--- src/rtl/hazard_ctrl_pkg.sv ---
// Shared definitions for the pipeline hazard/stall controller.
// Holds the state encoding, the x0 index and the operand-match helper.
package hazard_ctrl_pkg;

  typedef enum logic [1:0] {
    RUN      = 2'd0,
    MEM_WAIT = 2'd1,
    HALTED   = 2'd2
  } state_e;

  localparam logic [4:0] REG_X0 = 5'd0;

  // True when an ID source operand is actually read and names the EX destination.
  function automatic logic src_hit(input logic used, input logic [4:0] src, input logic [4:0] dst);
    return used && (src == dst);
  endfunction

endpackage

--- src/rtl/sat_counter.sv ---
// Saturating up-counter with synchronous clear; holds at all-ones instead of wrapping.
module sat_counter #(
  parameter int WIDTH = 8
) (
  input  logic             i_clk,
  input  logic             i_rst,
  input  logic             i_clr,
  input  logic             i_en,
  output logic [WIDTH-1:0] o_q
);

  logic [WIDTH-1:0] cnt_q;
  logic [WIDTH-1:0] cnt_d;

  always_comb begin
    cnt_d = cnt_q;
    if (i_clr) begin
      cnt_d = '0;
    end else if (i_en && (cnt_q != '1)) begin
      cnt_d = cnt_q + 1'b1;
    end
  end

  always_ff @(posedge i_clk) begin
    if (i_rst) begin
      cnt_q <= '0;
    end else begin
      cnt_q <= cnt_d;
    end
  end

  assign o_q = cnt_q;

endmodule

--- src/rtl/hazard_ctrl.sv ---
// Pipeline hazard and stall controller: load-use, EX redirect, data-memory wait
// and halt handling, plus a saturating stall-cycle counter.
module hazard_ctrl
  import hazard_ctrl_pkg::*;
#(
  parameter int CNT_WIDTH   = 32,
  parameter int MEM_TIMEOUT = 1024
) (
  input  logic                 i_clk,
  input  logic                 i_rst,
  input  logic                 i_id_valid,
  input  logic [4:0]           i_id_rs1_addr,
  input  logic [4:0]           i_id_rs2_addr,
  input  logic                 i_id_rs1_used,
  input  logic                 i_id_rs2_used,
  input  logic                 i_ex_valid,
  input  logic [4:0]           i_ex_rd_addr,
  input  logic                 i_ex_mem_read,
  input  logic                 i_ex_redirect,
  input  logic                 i_mem_req,
  input  logic                 i_dmem_ready,
  input  logic                 i_wb_valid,
  input  logic                 i_wb_halt,
  output logic                 o_pc_stall,
  output logic                 o_if_id_stall,
  output logic                 o_if_id_flush,
  output logic                 o_id_ex_stall,
  output logic                 o_id_ex_flush,
  output logic                 o_ex_mem_stall,
  output logic                 o_halted,
  output logic                 o_mem_timeout,
  output logic [CNT_WIDTH-1:0] o_stall_cycles
);

  localparam int WAIT_W = (MEM_TIMEOUT < 2) ? 1 : $clog2(MEM_TIMEOUT + 1);
  // Timeout fires on the MEM_WAIT edge that moves the wait counter onto MEM_TIMEOUT.
  localparam logic [WAIT_W-1:0] TIMEOUT_LAST = WAIT_W'((MEM_TIMEOUT == 0) ? 0 : MEM_TIMEOUT - 1);

  state_e            state_q;
  state_e            state_d;
  logic              timeout_q;
  logic              timeout_d;
  logic [WAIT_W-1:0] wait_cnt;

  logic mem_stall;
  logic load_use;
  logic redirect;
  logic halt_req;

  assign mem_stall = (state_q == MEM_WAIT) ||
                     ((state_q == RUN) && i_mem_req && !i_dmem_ready);
  assign load_use  = i_ex_valid && i_ex_mem_read && (i_ex_rd_addr != REG_X0) && i_id_valid &&
                     (src_hit(i_id_rs1_used, i_id_rs1_addr, i_ex_rd_addr) ||
                      src_hit(i_id_rs2_used, i_id_rs2_addr, i_ex_rd_addr));
  assign redirect  = i_ex_valid && i_ex_redirect;
  assign halt_req  = i_wb_valid && i_wb_halt;

  always_comb begin
    state_d = state_q;
    case (state_q)
      RUN: begin
        if (halt_req) begin
          state_d = HALTED;
        end else if (i_mem_req && !i_dmem_ready) begin
          state_d = MEM_WAIT;
        end
      end
      MEM_WAIT: begin
        if (halt_req) begin
          state_d = HALTED;
        end else if (i_dmem_ready) begin
          state_d = RUN;
        end
      end
      HALTED:  state_d = HALTED;
      default: state_d = RUN;
    endcase
  end

  always_comb begin
    o_pc_stall     = 1'b0;
    o_if_id_stall  = 1'b0;
    o_if_id_flush  = 1'b0;
    o_id_ex_stall  = 1'b0;
    o_id_ex_flush  = 1'b0;
    o_ex_mem_stall = 1'b0;
    if (i_rst) begin
      o_pc_stall = 1'b0;
    end else if (state_q == HALTED) begin
      o_pc_stall     = 1'b1;
      o_if_id_stall  = 1'b1;
      o_id_ex_stall  = 1'b1;
      o_ex_mem_stall = 1'b1;
      o_id_ex_flush  = 1'b1;
    end else if (mem_stall) begin
      // Freeze everything; a pending redirect or load-use is re-evaluated once ready.
      o_pc_stall     = 1'b1;
      o_if_id_stall  = 1'b1;
      o_id_ex_stall  = 1'b1;
      o_ex_mem_stall = 1'b1;
    end else if (redirect) begin
      o_if_id_flush = 1'b1;
      o_id_ex_flush = 1'b1;
    end else if (load_use) begin
      o_pc_stall    = 1'b1;
      o_if_id_stall = 1'b1;
      o_id_ex_flush = 1'b1;
    end
  end

  always_comb begin
    timeout_d = timeout_q;
    if ((MEM_TIMEOUT != 0) && (state_q == MEM_WAIT) && (wait_cnt == TIMEOUT_LAST)) begin
      timeout_d = 1'b1;
    end
  end

  always_ff @(posedge i_clk) begin
    if (i_rst) begin
      state_q   <= RUN;
      timeout_q <= 1'b0;
    end else begin
      state_q   <= state_d;
      timeout_q <= timeout_d;
    end
  end

  sat_counter #(
    .WIDTH (WAIT_W)
  ) u_wait_cnt (
    .i_clk (i_clk),
    .i_rst (i_rst),
    .i_clr (state_q != MEM_WAIT),
    .i_en  (state_q == MEM_WAIT),
    .o_q   (wait_cnt)
  );

  sat_counter #(
    .WIDTH (CNT_WIDTH)
  ) u_stall_cnt (
    .i_clk (i_clk),
    .i_rst (i_rst),
    .i_clr (1'b0),
    .i_en  (o_pc_stall && (state_q != HALTED)),
    .o_q   (o_stall_cycles)
  );

  assign o_halted      = (state_q == HALTED);
  assign o_mem_timeout = timeout_q;

endmodule

--- config.mk ---
export PLATFORM = sky130hd
export DESIGN_NAME = hazard_ctrl
export DESIGN_NICKNAME = d
export VERILOG_FILES = /design/src/rtl/hazard_ctrl_pkg.sv /design/src/rtl/sat_counter.sv /design/src/rtl/hazard_ctrl.sv
export SDC_FILE = /design/constraint.sdc
export NUM_CORES = 1
export LEC_CHECK = 0
export BUFFER_PORTS_ARGS = -buffer_cell sky130_fd_sc_hd__buf_2
export CAP_MARGIN = 20
export CORE_UTILIZATION = 53
export DETAILED_ROUTE_END_ITERATION = 10
export PLACE_DENSITY_LB_ADDON = 0.05
export SLEW_MARGIN = 20
export SYNTH_ARGS = -nofsm -noshare
export SYNTH_HDL_FRONTEND = slang
export SYNTH_SLANG_ARGS = --single-unit
--- constraint.sdc ---
create_clock -name i_clk -period 2.6 [get_ports i_clk]
set_input_delay 0.39 -clock i_clk [delete_from_list [all_inputs] [get_ports i_clk]]
set_output_delay 0.39 -clock i_clk [all_outputs]
set_load 0.005 [all_outputs]
==> results.json <==
{
  "status": "finished, final reports clean",
  "grt_max_degree": 58,
  "synthArstFlopShare": 0,
  "synth_seq_cells": 46,
  "cp_top_family": "simple AND/OR/NAND/NOR gates",
  "area_delta_synth_final_pct": 16.6,
  "layout_common_cells": "66 x buf_2, 46 x dfxtp_1, 24 x a21oi_1",
  "rows": 25,
  "ys.flop_type": "dfxtp_1",
  "syn_nets": 334,
  "multi_input_area_um2": 1530,
  "slew_headroom": 0.719,
  "htree_num_levels": 2,
  "numCtsBuffers": 5,
  "cts_setup_buffers": 0,
  "holdWs_ns": 0.273,
  "synth_area_leader_cell": "dfxtp_1",
  "synth_edf_count": 0,
  "criticalPathCategory": "flop to flop",
  "place_ws_ns": 0.348,
  "antennaDiodeCount": 0,
  "setup_tns_ns": 0,
  "hold_buffers": 0,
  "crit_buf_inv": 0,
  "design_area_um2": 3050,
  "pin_count": 67,
  "path_cells": "ha_1 -> and3_1 -> and4_1 -> nand2_1 -> nand4_1 -> or4_1 -> a21oi_1",
  "max_stage_delay_ns": 0.60,
  "yosys_warnings": 0,
  "seq_area_frac_synth": 0.353,
  "core_area_um2": 4720,
  "synth_top_cell_area_share": 0.353,
  "routedWlPerCell_um": 13.1,
  "seq_area_um2": 921,
  "hp-class": "input pin to flop",
  "fillerInstances": 429,
  "syn_inst": 305,
  "cts_tree": "built",
  "worst_slew_pin_slew_ns": 0.420,
  "gr-usage-all-layers": 0.221,
  "syn_avg_cell_area_um2": 8.56,
  "crit_fanout": 12,
  "clock_sinks": 46,
  "finalWirelength_um": 5630,
  "fin_crit_sh": 0.874,
  "powerDensity_nw_per_um2": 451,
  "dpl_cell_area_um2": 2930,
  "gp_congestion": 0.756,
  "num_vias": 2500,
  "cap_violations": 0,
  "first_pass_iters": 4,
  "crit_slowest_cell": "or4_1",
  "path_clk_slew_ns": 0.08,
  "cp-start-kind": "flop",
  "post_cts_resized": 0,
  "drv_slew": 0,
  "clock.fmax_mhz": 440,
  "finalHoldViolCount": 0,
  "syn-cell-area_um2": 2610,
  "antenna_found_initial": 0,
  "required_ns": 2.83,
  "min_period_ns": 2.27,
  "end_kind": "flop",
  "portBuffers": 66,
  "gr-total-overflow": 0,
  "drcViolationCount": 0,
  "dieWidth_um": 72.2,
  "synth_area_leaders": "dfxtp_1 35%, a21oi_1 4.6%, o31ai_1 4.3%",
  "final_common_cell": "buf_2",
  "nNetsFinal": 393,
  "setup_viol_count_final": 0,
  "fp.dieH_um": 72.2,
  "initial_core_util": 0.553,
  "grt_pass1_wl_um": 9190,
  "final_util": 0.645,
  "synth_cell_types": 58,
  "skew_ns": 0.0124,
  "dp_hpwl_um": 3990,
  "dieArea_um2": 5210,
  "worst_skew_pair.late_latency_ns": 0.30,
  "clockBufferDepth": 2,
  "routed_via_density": 5.80,
  "drive_gt1_frac": 0.261,
  "reg2reg_depth": 7,
  "drt_first_iter_violations": 111,
  "cts-root-buf": "clkbuf_8",
  "p_leak_nw": 1.13,
  "vdd_drop_max_v": 0.000335,
  "cp.arrival_ns": 2.50,
  "hold_depth": 2,
  "cp.depth": 7,
  "setup_ws_ns": 0.329,
  "grt_pass1_vias": 2083,
  "rsz0062_at_grt": "false",
  "final_antenna_net_count": 0
}
[layer usage]
layer,vias to the layer above,GRT usage,wire length [µm]
met3,6,0.0569,288
li1,1273,-,-
met2,65,0.369,2610
met4,0,0.0610,61
met5,-,0,0
met1,1156,0.282,2660
[final timing paths]
path         slack [ns]                                to                       startpoint
max reg2reg        0.33  u_stall_cnt.o_q[25]$_SDFFE_PP0P_  u_stall_cnt.o_q[0]$_SDFFE_PP0P_
min reg2reg        0.45        o_mem_timeout$_SDFFE_PP0P_       o_mem_timeout$_SDFFE_PP0P_
max                0.33  u_stall_cnt.o_q[25]$_SDFFE_PP0P_  u_stall_cnt.o_q[0]$_SDFFE_PP0P_
min                0.27           state_q[0]$_SDFFE_PP0P_                     i_dmem_ready
[cell type report]
type / instances / area share
Multi-Input combinational cell: 234 / 0.501
Clock inverter: 1 / 0.00986
Sequential cell: 46 / 0.302
Timing Repair Buffer: 71 / 0.125
Clock buffer: 6 / 0.0271
Tap cell: 67 / 0.0275
Inverter: 6 / 0.00740
[cell usage after synthesis, types with 6 or more instances]
library cell	count
o31ai_1	15
o21ai_1	6
o41ai_1	7
xnor2_1	11
o21ai_0	8
a21oi_1	24
dfxtp_1	46
or3_1	7
and3_1	9
nand2_1	22
nor2_1	19
nand3_1	14
or4_1	15
nand4_1	12
[per-stage QoR]
stage,instances,total power [mW]
final,431,1.37
after global routing,431,1.43
after floorplan,305,0.822
after detailed placement,424,0.854
after global placement,424,0.852
after CTS,431,1.39
[cell families after synthesis]
| kind of cell | Yosys count | synth area share |
|---|---|---|
| adder cells (fa/ha/maj) | 2 | 0.00958 |
| flip-flops | 46 | 0.353 |
| multiplexers | 4 | 0.0163 |
| AO/OA/AOI/OAI | 79 | 0.200 |
| buffers and inverters | 25 | 0.0661 |
| XOR/XNOR | 16 | 0.0537 |
| AND/OR/NAND/NOR | 133 | 0.301 |
[worst reg2reg max path, cell delays in order, from the launching register on]
cell and delay (ns):
dfxtp_1 0.35, ha_1 0.23, and3_1 0.22, and4_1 0.27, nand2_1 0.08, nand4_1 0.33, or4_1 0.60, a21oi_1 0.13
[registers in the layout, summed over array words and instances (netlist names)]
signal	cells
u_wait_cnt.o_q	11
state_q	2
o_mem_timeout	1
u_stall_cnt.o_q	32
[power by group]
part           internal (mW)  total (mW)  switching, mW
registers              0.708       0.714        0.00563
clock network          0.308       0.536          0.229
logic                 0.0528       0.123         0.0706
total                   1.07        1.37          0.305
No activity file was read; power rests on OpenSTA's default activity.
